## config.mk

```make
export PLATFORM = sky130hd
export DESIGN_NAME = alu_ex_stage
export DESIGN_NICKNAME = d
export VERILOG_FILES = /design/src/rtl/alu_ex_stage.sv
export SDC_FILE = /design/constraint.sdc
export NUM_CORES = 1
export LEC_CHECK = 0
export ABC_AREA = 0
export BUFFER_PORTS_ARGS = -buffer_cell sky130_fd_sc_hd__buf_2
export CORE_UTILIZATION = 40
export DETAILED_ROUTE_END_ITERATION = 12
export PLACE_DENSITY_LB_ADDON = 0.05
export SLEW_MARGIN = 20
export SYNTH_ARGS = -nofsm -noshare
export SYNTH_HDL_FRONTEND = slang
export SYNTH_SLANG_ARGS = --single-unit
```

## constraint.sdc

```tcl
create_clock -name clk -period 2.35 [get_ports clk]
set_input_delay 0.1175 -clock clk [delete_from_list [all_inputs] [get_ports clk]]
set_output_delay 0.1175 -clock clk [all_outputs]
set_load 0.05 [all_outputs]
```

## src/rtl/alu_ex_stage.sv

```systemverilog
// alu_ex_stage: registered execute stage.
// Takes {a, b, aluop, in_tag} on a request channel, computes the ALU result in
// the same cycle and stores it in a 2-entry in-order result queue. The queue
// head is presented on the response channel together with its tag.
// Optional build macro: ALU_EX_OVF_EN adds a per-entry signed overflow flag on
// port ovf (ADD/SUB only). Without it there is no ovf port or storage.
// dbg_state exposes the queue state (0 EMPTY, 1 ONE, 2 FULL) for checkers.
module alu_ex_stage #(
    parameter int WIDTH = 32,
    parameter int TAG_W = 4,
    parameter int CNT_W = 16
) (
    input  logic             clk,
    input  logic             rst_n,
    input  logic             in_valid,
    output logic             in_ready,
    input  logic [WIDTH-1:0] a,
    input  logic [WIDTH-1:0] b,
    input  logic [3:0]       aluop,
    input  logic [TAG_W-1:0] in_tag,
    output logic             out_valid,
    input  logic             out_ready,
    output logic [WIDTH-1:0] s,
    output logic             iszero,
    output logic             illegal,
    output logic [TAG_W-1:0] out_tag,
    output logic [CNT_W-1:0] op_cnt,
`ifdef ALU_EX_OVF_EN
    output logic             ovf,
`endif
    output logic [1:0]       dbg_state
);

    // Handshake: a request transfers on a rising edge where in_valid & in_ready,
    // a response transfers where out_valid & out_ready. in_ready and out_valid
    // come from registered state only, so neither channel combinationally
    // depends on the other. Data on both channels is held while valid & !ready.

    typedef enum logic [1:0] {
        Q_EMPTY = 2'd0,
        Q_ONE   = 2'd1,
        Q_FULL  = 2'd2
    } qstate_t;

    qstate_t state, state_nx;

    logic                       rdy_en;
    logic                       head_ptr;
    logic                       tail_ptr;
    logic [1:0][WIDTH-1:0]      mem_s;
    logic [1:0]                 mem_z;
    logic [1:0]                 mem_ill;
    logic [1:0][TAG_W-1:0]      mem_tag;
    logic [CNT_W-1:0]           cnt;

    logic                       accept;
    logic                       deliver;
    logic [WIDTH-1:0]           alu_s;
    logic                       alu_ill;
    logic                       alu_z;
    logic [WIDTH-1:0]           sum;
    logic [WIDTH-1:0]           diff;

    assign in_ready  = rdy_en & (state != Q_FULL);
    assign out_valid = (state != Q_EMPTY);
    assign accept    = in_valid & in_ready;
    assign deliver   = out_valid & out_ready;

    assign s         = mem_s[head_ptr];
    assign iszero    = mem_z[head_ptr];
    assign illegal   = mem_ill[head_ptr];
    assign out_tag   = mem_tag[head_ptr];
    assign op_cnt    = cnt;
    assign dbg_state = state;

    assign sum  = a + b;
    assign diff = a - b;

    // ALU: decode aluop into the wrapped result; unsupported codes give 0 and flag illegal.
    always_comb begin
        alu_s   = '0;
        alu_ill = 1'b0;
        case (aluop)
            4'b0000: alu_s = a & b;
            4'b0001: alu_s = a | b;
            4'b0010: alu_s = sum;
            4'b0110: alu_s = diff;
            4'b0111: alu_s = {{(WIDTH-1){1'b0}}, ($signed(a) < $signed(b))};
            4'b1100: alu_s = ~(a | b);
            default: alu_ill = 1'b1;
        endcase
        alu_z = (alu_s == '0);
    end

`ifdef ALU_EX_OVF_EN
    logic       alu_ovf;
    logic [1:0] mem_ovf;

    assign ovf = mem_ovf[head_ptr];

    // Signed overflow: operands agree in sign (ADD) or differ (SUB) and the result sign flips away from a.
    always_comb begin
        alu_ovf = 1'b0;
        if (aluop == 4'b0010)
            alu_ovf = (a[WIDTH-1] == b[WIDTH-1]) && (sum[WIDTH-1] != a[WIDTH-1]);
        else if (aluop == 4'b0110)
            alu_ovf = (a[WIDTH-1] != b[WIDTH-1]) && (diff[WIDTH-1] != a[WIDTH-1]);
    end

    // Overflow flag storage, written alongside the result entry.
    always_ff @(posedge clk or negedge rst_n) begin
        if (!rst_n)
            mem_ovf <= '0;
        else if (accept)
            mem_ovf[tail_ptr] <= alu_ovf;
    end
`endif

    // Queue state register.
    always_ff @(posedge clk or negedge rst_n) begin
        if (!rst_n)
            state <= Q_EMPTY;
        else
            state <= state_nx;
    end

    // Queue next state: push on accept, pop on deliver, both together keep the occupancy.
    always_comb begin
        state_nx = state;
        case (state)
            Q_EMPTY: if (accept) state_nx = Q_ONE;
            Q_ONE: begin
                if (accept && !deliver)
                    state_nx = Q_FULL;
                else if (deliver && !accept)
                    state_nx = Q_EMPTY;
            end
            Q_FULL:  if (deliver) state_nx = Q_ONE;
            default: state_nx = Q_EMPTY;
        endcase
    end

    // Hold in_ready low until the first edge after reset release.
    always_ff @(posedge clk or negedge rst_n) begin
        if (!rst_n)
            rdy_en <= 1'b0;
        else
            rdy_en <= 1'b1;
    end

    // Pointer update: 1-bit pointers wrap naturally.
    always_ff @(posedge clk or negedge rst_n) begin
        if (!rst_n) begin
            head_ptr <= 1'b0;
            tail_ptr <= 1'b0;
        end else begin
            if (accept)
                tail_ptr <= ~tail_ptr;
            if (deliver)
                head_ptr <= ~head_ptr;
        end
    end

    // Result storage: the tail entry takes the freshly computed result on accept.
    always_ff @(posedge clk or negedge rst_n) begin
        if (!rst_n) begin
            mem_s   <= '0;
            mem_z   <= '0;
            mem_ill <= '0;
            mem_tag <= '0;
        end else if (accept) begin
            mem_s[tail_ptr]   <= alu_s;
            mem_z[tail_ptr]   <= alu_z;
            mem_ill[tail_ptr] <= alu_ill;
            mem_tag[tail_ptr] <= in_tag;
        end
    end

    // Accepted-operation counter, wraps at 2^CNT_W.
    always_ff @(posedge clk or negedge rst_n) begin
        if (!rst_n)
            cnt <= '0;
        else if (accept)
            cnt <= cnt + 1'b1;
    end

endmodule

```

# Yosys cells after proc, flatten, opt, wreduce, memory -nomap -nowiden
# Cells that the tools add are included.
[word_totals] out_inout_bits=58 regBits=97
[op_classes] reduce_logical=11 n_eq_ne=11 addsub=3 order_cmp=4 n_bitwise=8 mux=25
[ops] cell="one-hot mux 32 bit (6 select lines)" n=1
[ops] cell="2-to-1 mux 32 bit" n=3
[ops] cell="bitwise mux 64 bit" n=1
[ops] cell="adder 32 bit" n=1
[ops] cell="AND 32 bit" n=1
[ops] cell="demux 32 bit (select 1 bit)" n=1
[ops] cell="zero test 32 bit" n=1
[ops] cell="< comparator 32 bit" n=1
[ops] cell="NOT 32 bit" n=1
[ops] cell="OR 32 bit" n=1
[ops] cell="subtractor 32 bit" n=1
[ops] cell="adder 16 x 1 -> 16 bit, second input constant" n=1
[ops] cell="2-to-1 mux 4 bit" n=3
[ops] cell="bitwise mux 8 bit" n=1
[ops] cell="equality test 4 x 3 -> 1 bit, second input constant" n=2
[ops] cell="2-to-1 mux 2 bit" n=4
[ops] cell="2-to-1 mux 1 bit" n=6
[ops] cell="inequality test 2 bit, second input constant" n=3
[ops] cell="one-hot mux 2 bit (3 select lines)" n=1
[ops] cell="OR reduction 6 bit" n=1
[ops] cell="bitwise mux 2 bit" n=2
[ops] cell="demux 4 bit (select 1 bit)" n=1
[ops] cell="equality test 4 x 1 -> 1 bit, second input constant" n=1
[ops] cell="equality test 4 x 2 -> 1 bit, second input constant" n=1
[ops] cell="other kinds (15)" n=22

# Longest topological paths before layout
[depth] ltp_word=8 ltp_mapped=15

# Worst setup path after synthesis
# OpenSTA, ideal clock, no wires.
[synth_path] path_type="in2reg" start="in a[0]" end="reg mem_z[0]" n_path_buf=0 t_arrival_ns=3.468 path_stages=15 slack_ns=-1.228 path_cell_list="inv_1 ha_1 inv_1 fa_1 nor2b_1 o311ai_2 a211o_1 or4b_1 a31oi_1 o221a_2 o221ai_1 nor2_1 nand4bb_1 or4_1 o41ai_1"
[synth_between] elab_chain_cells=5 elab_cells_between_ends=9 cone_classes="add/sub: 2; order compare: 1; mux: 2; bitwise: 3; reduce/logical: 1"
[synth_lines] element="start, declared" line="17" rtl="input logic [WIDTH-1:0] a,"
[synth_lines] element="parallel branches: the longest is 2 deep, another holds subtractor 32 bit"
[synth_lines] element="one-hot mux 32 bit (6 select lines) *" line="83" rtl="case (aluop)"
[synth_lines] element="zero test 32 bit *" line="92" rtl="alu_z = (alu_s == '0);"
[synth_lines] element="bitwise mux 2 bit *" line="173" rtl="mem_z[tail_ptr] <= alu_z;"
[synth_lines] element="end signal, assigned by index" line="173"
[synth_lines] element="end, declared" line="51" rtl="logic [1:0] mem_z;"
# Every way passes the cells marked *.
# A chain may end at the register's enable or synchronous reset.

# Worst setup path after layout
[layout_path] start="in a[0]" end="reg mem_z[1]"
# Same word-level chain as after synthesis.

==> impl_metrics.toml <==
[outcome]
status = "finished, violations left"
violations = "negative setup slack"

[timing]
fin_tns_setup_ns = -7.69
fmax_ghz = 0.296
slew_headroom = 0.262
rsz0062_at_grt = "true"
slew_violations = 0
hold_ws_ns = 0.0267
setup_viol_count_final = 25
final.setup.worst_slack_ns = -1.02
tightest_slew_ns = 1.10
fin_crit_ns = 3.37
hold_viol = 0
fin_skew_ns = 0.00344
fin_crit_sh = 1.44

[global_routing]
first_global_vias = 10600
gr-total-overflow = 0
grt_usage = 0.294
grt_pass1_wl_mm = 57.0
antenna_found_initial = 0
grt_max_degree = 50

[drt]
vias = 11100
drc_errors = 0
finalWirelength_mm = 37.1
vias_per_cell = 5.49
drtIter0Drc = 866
drt-wirelength-per-cell_um = 18.3
ant_nets = 0
dr.pass1.iters = 5

[worst_setup_path]
crit_chain = "buf_12, inv_12, ha_4, inv_2, fa_2, nor2b_4, o311ai_4, buf_4, nand2_2, buf_4, xnor2_1, o221ai_1, nand4b_1, nor3_2, nand4b_1, or4_1, or4_4, o41ai_2"
rr_endpoint = "op_cnt[15]"
worstPathRequired_ns = 2.59
critPathLaunchType = "input port"
end_kind = "register"
ff2ff_path_depth = 8
worstPathMaxFanout = 3
cp_slowest_cell = "or4_4"
criticalPathCategory = "input port to register"
arrival_ns = 3.61
slowest_delay_ns = 0.46
timing.rr.start = "dbg_state[0]"
rrSetupSlack_ns = 0.34

[synth]
synth_top_cell_by_area = "dfrtp_1"
syn_area_um2 = 9780
yosysMostFrequentCell = "ha_1"
synth_edf_count = 0
synth.yosys.seq_area_share = 0.248
async_flop_share = 1.00
syn-num-nets = 1366
synth_cells = 1180
syn_avg_cell_area_um2 = 8.29
synthDistinctLibCells = 87
yosysWarnings = 0
synth_seq_cells = 97
synth_ff_type = "dfrtp_1"
yosysTopAreaCellShare = 0.248
synthTopCellsByCount = "108 x ha_1, 102 x nand2_1, 97 x dfrtp_1"
synth.area.top_cells = "dfrtp_1 25%, ha_1 14%, mux2_2 10%, a21oi_1 4.5%, nand2_1 3.9%"

[power_and_ir_drop]
leakagePower_uw = 0.00752
peakVddDrop_mv = 0.691
power_density_nw_per_um2 = 696

[die]
die_area_um2 = 25100
core_um2 = 23800
start_util = 0.412
ios = 134
die_w_um = 158
rows = 56
die_y_um = 158

[clocking]
numCtsBuffers = 9
clk_pin_slew_worst_paths_ns = 0.06
cts_tree = "yes"
cts_root_buffer = "clkbuf_16"
htree_num_levels = 3
clockBufferDepth = 2
clk_latency_ns = 0.34
cts_sinks = 97

[final_layout]
syn2layout_area_growth_pct = 58.9
n_antenna_cell = 0
multi_input_area_um2 = 7740
drive_gt1_frac = 0.510
register_area_um2 = 2430
nets = 1887
num-fill-cells = 2079

[worst_hold_path]
whs_endpoint = "mem_tag[6]"
min-delay-start = "in_tag[2]"
min_path_cells = 2
hp-class = "input port to register"

[placed_design]
hpwl_mm = 29.9
port_buffers = 133
gp_congestion = 0.991

[run]
drv_cap = 0
-- worst max-delay path, delay by kind of cell --
family / cells / cell delay, ns
buffers and inverters: 5 / 0.54
AOI/OAI and AO/OA: 3 / 0.71
adders and majority gates: 2 / 0.51
xor gates and xnor gates: 1 / 0.12
and+or+nand+nor: 7 / 1.62
-- sequential cells by signal (all words and copies together) (netlist names) --
signal     cells
op_cnt        16
dbg_state      2
mem_tag        8
rdy_en         1
mem_s         64
head_ptr       1
tail_ptr       1
mem_ill        2
mem_z          2
-- stage by stage --
step | std cells | worst slack, ns | power (uW) | util | cell area (um2)
after floorplan | 1180 | -1.02 | 6670 | - | 9930
after global placement | 1986 | -1.51 | 8680 | 0.588 | 14000
after detailed placement | 1986 | -1.59 | 8750 | 0.588 | 14000
after CTS | 2012 | -0.965 | 10600 | 0.634 | 15100
after global routing | 2024 | -1.09 | 11500 | 0.654 | 15500
final | 2024 | -1.02 | 10800 | 0.654 | 15500
-- per-layer routing --
| layer | up-vias | track usage | wire length (um) |
|---|---|---|---|
| met5 | - | 0 | 0 |
| met4 | 0 | 0.0994 | 1090 |
| met3 | 67 | 0.0215 | 1930 |
| met2 | 386 | 0.493 | 17500 |
| met1 | 5316 | 0.398 | 16600 |
| li1 | 5347 | - | - |
-- report_power, final --
| part | leakage [uW] | total [uW] | internal [uW] | switching [uW] |
|---|---|---|---|---|
| Clock | 0.000162 | 1590 | 1010 | 581 |
| Sequential | 0.00124 | 2700 | 2310 | 388 |
| Combinational | 0.00612 | 6530 | 2630 | 3900 |
| Total | 0.00752 | 10800 | 5960 | 4870 |
-- worst max path at each step --
stage / start / end / slack (ns) / cells after the start
finish: a[0] / mem_z[1] / -1.02 / 18
global route: a[0] / mem_z[1] / -1.09 / 17
CTS: a[0] / mem_z[1] / -0.96 / 17
detailed placement: a[0] / mem_z[0] / -1.59 / 15
global placement: a[5] / mem_z[1] / -1.51 / 16
floorplan: a[0] / mem_z[1] / -1.02 / 14
-- area by class of cell --
cell class / instances / area share
clock buffer: 13 / 0.0174
clock inverter: 2 / 0.00386
sequential: 97 / 0.156
multi-input combinational: 915 / 0.498
timing repair buffer: 579 / 0.273
inverter: 99 / 0.0254
tap: 319 / 0.0257
-- what timing repair did --
action                     4_1_cts  5_1_grt
buffers inserted                17       18
setup endpoints to repair       46       48
hold endpoints to repair        44        0
hold buffers                     2        0
pin swaps                       45       47
gates resized for setup        153       99
-- cells in the final DEF (no fill, tap or decap), types with 17 or more instances in the layout --
cell type	synthesis	layout
buf_4	1	417
buf_2	20	125
nand2_1	102	98
dfrtp_1	97	95
ha_1	108	87
inv_1	96	86
mux2_2	91	82
a21oi_1	88	63
nor2_1	65	61
o21ai_0	71	35
nand3_1	26	24
a22oi_1	27	24
buf_6	2	24
a21oi_2	0	22
o22ai_1	21	21
o21ai_1	4	20
nor3_1	31	20
nand4_1	17	17
o21ai_2	1	17
-- cell families (layout without fill, tap and decap cells) --
kind of cell    after synthesis  after routing  share of synthesized area
compound gates              360            360                      0.244
xor+xnor                     23             23                     0.0206
fa+ha+maj                   110            110                      0.142
buf+inv                     168            693                     0.0689
flops                        97             97                      0.248
mux                          95             95                      0.109
other cells                   1              1                   0.000383
simple gates                326            326                      0.167
Power figures use the tool's default switching activity.
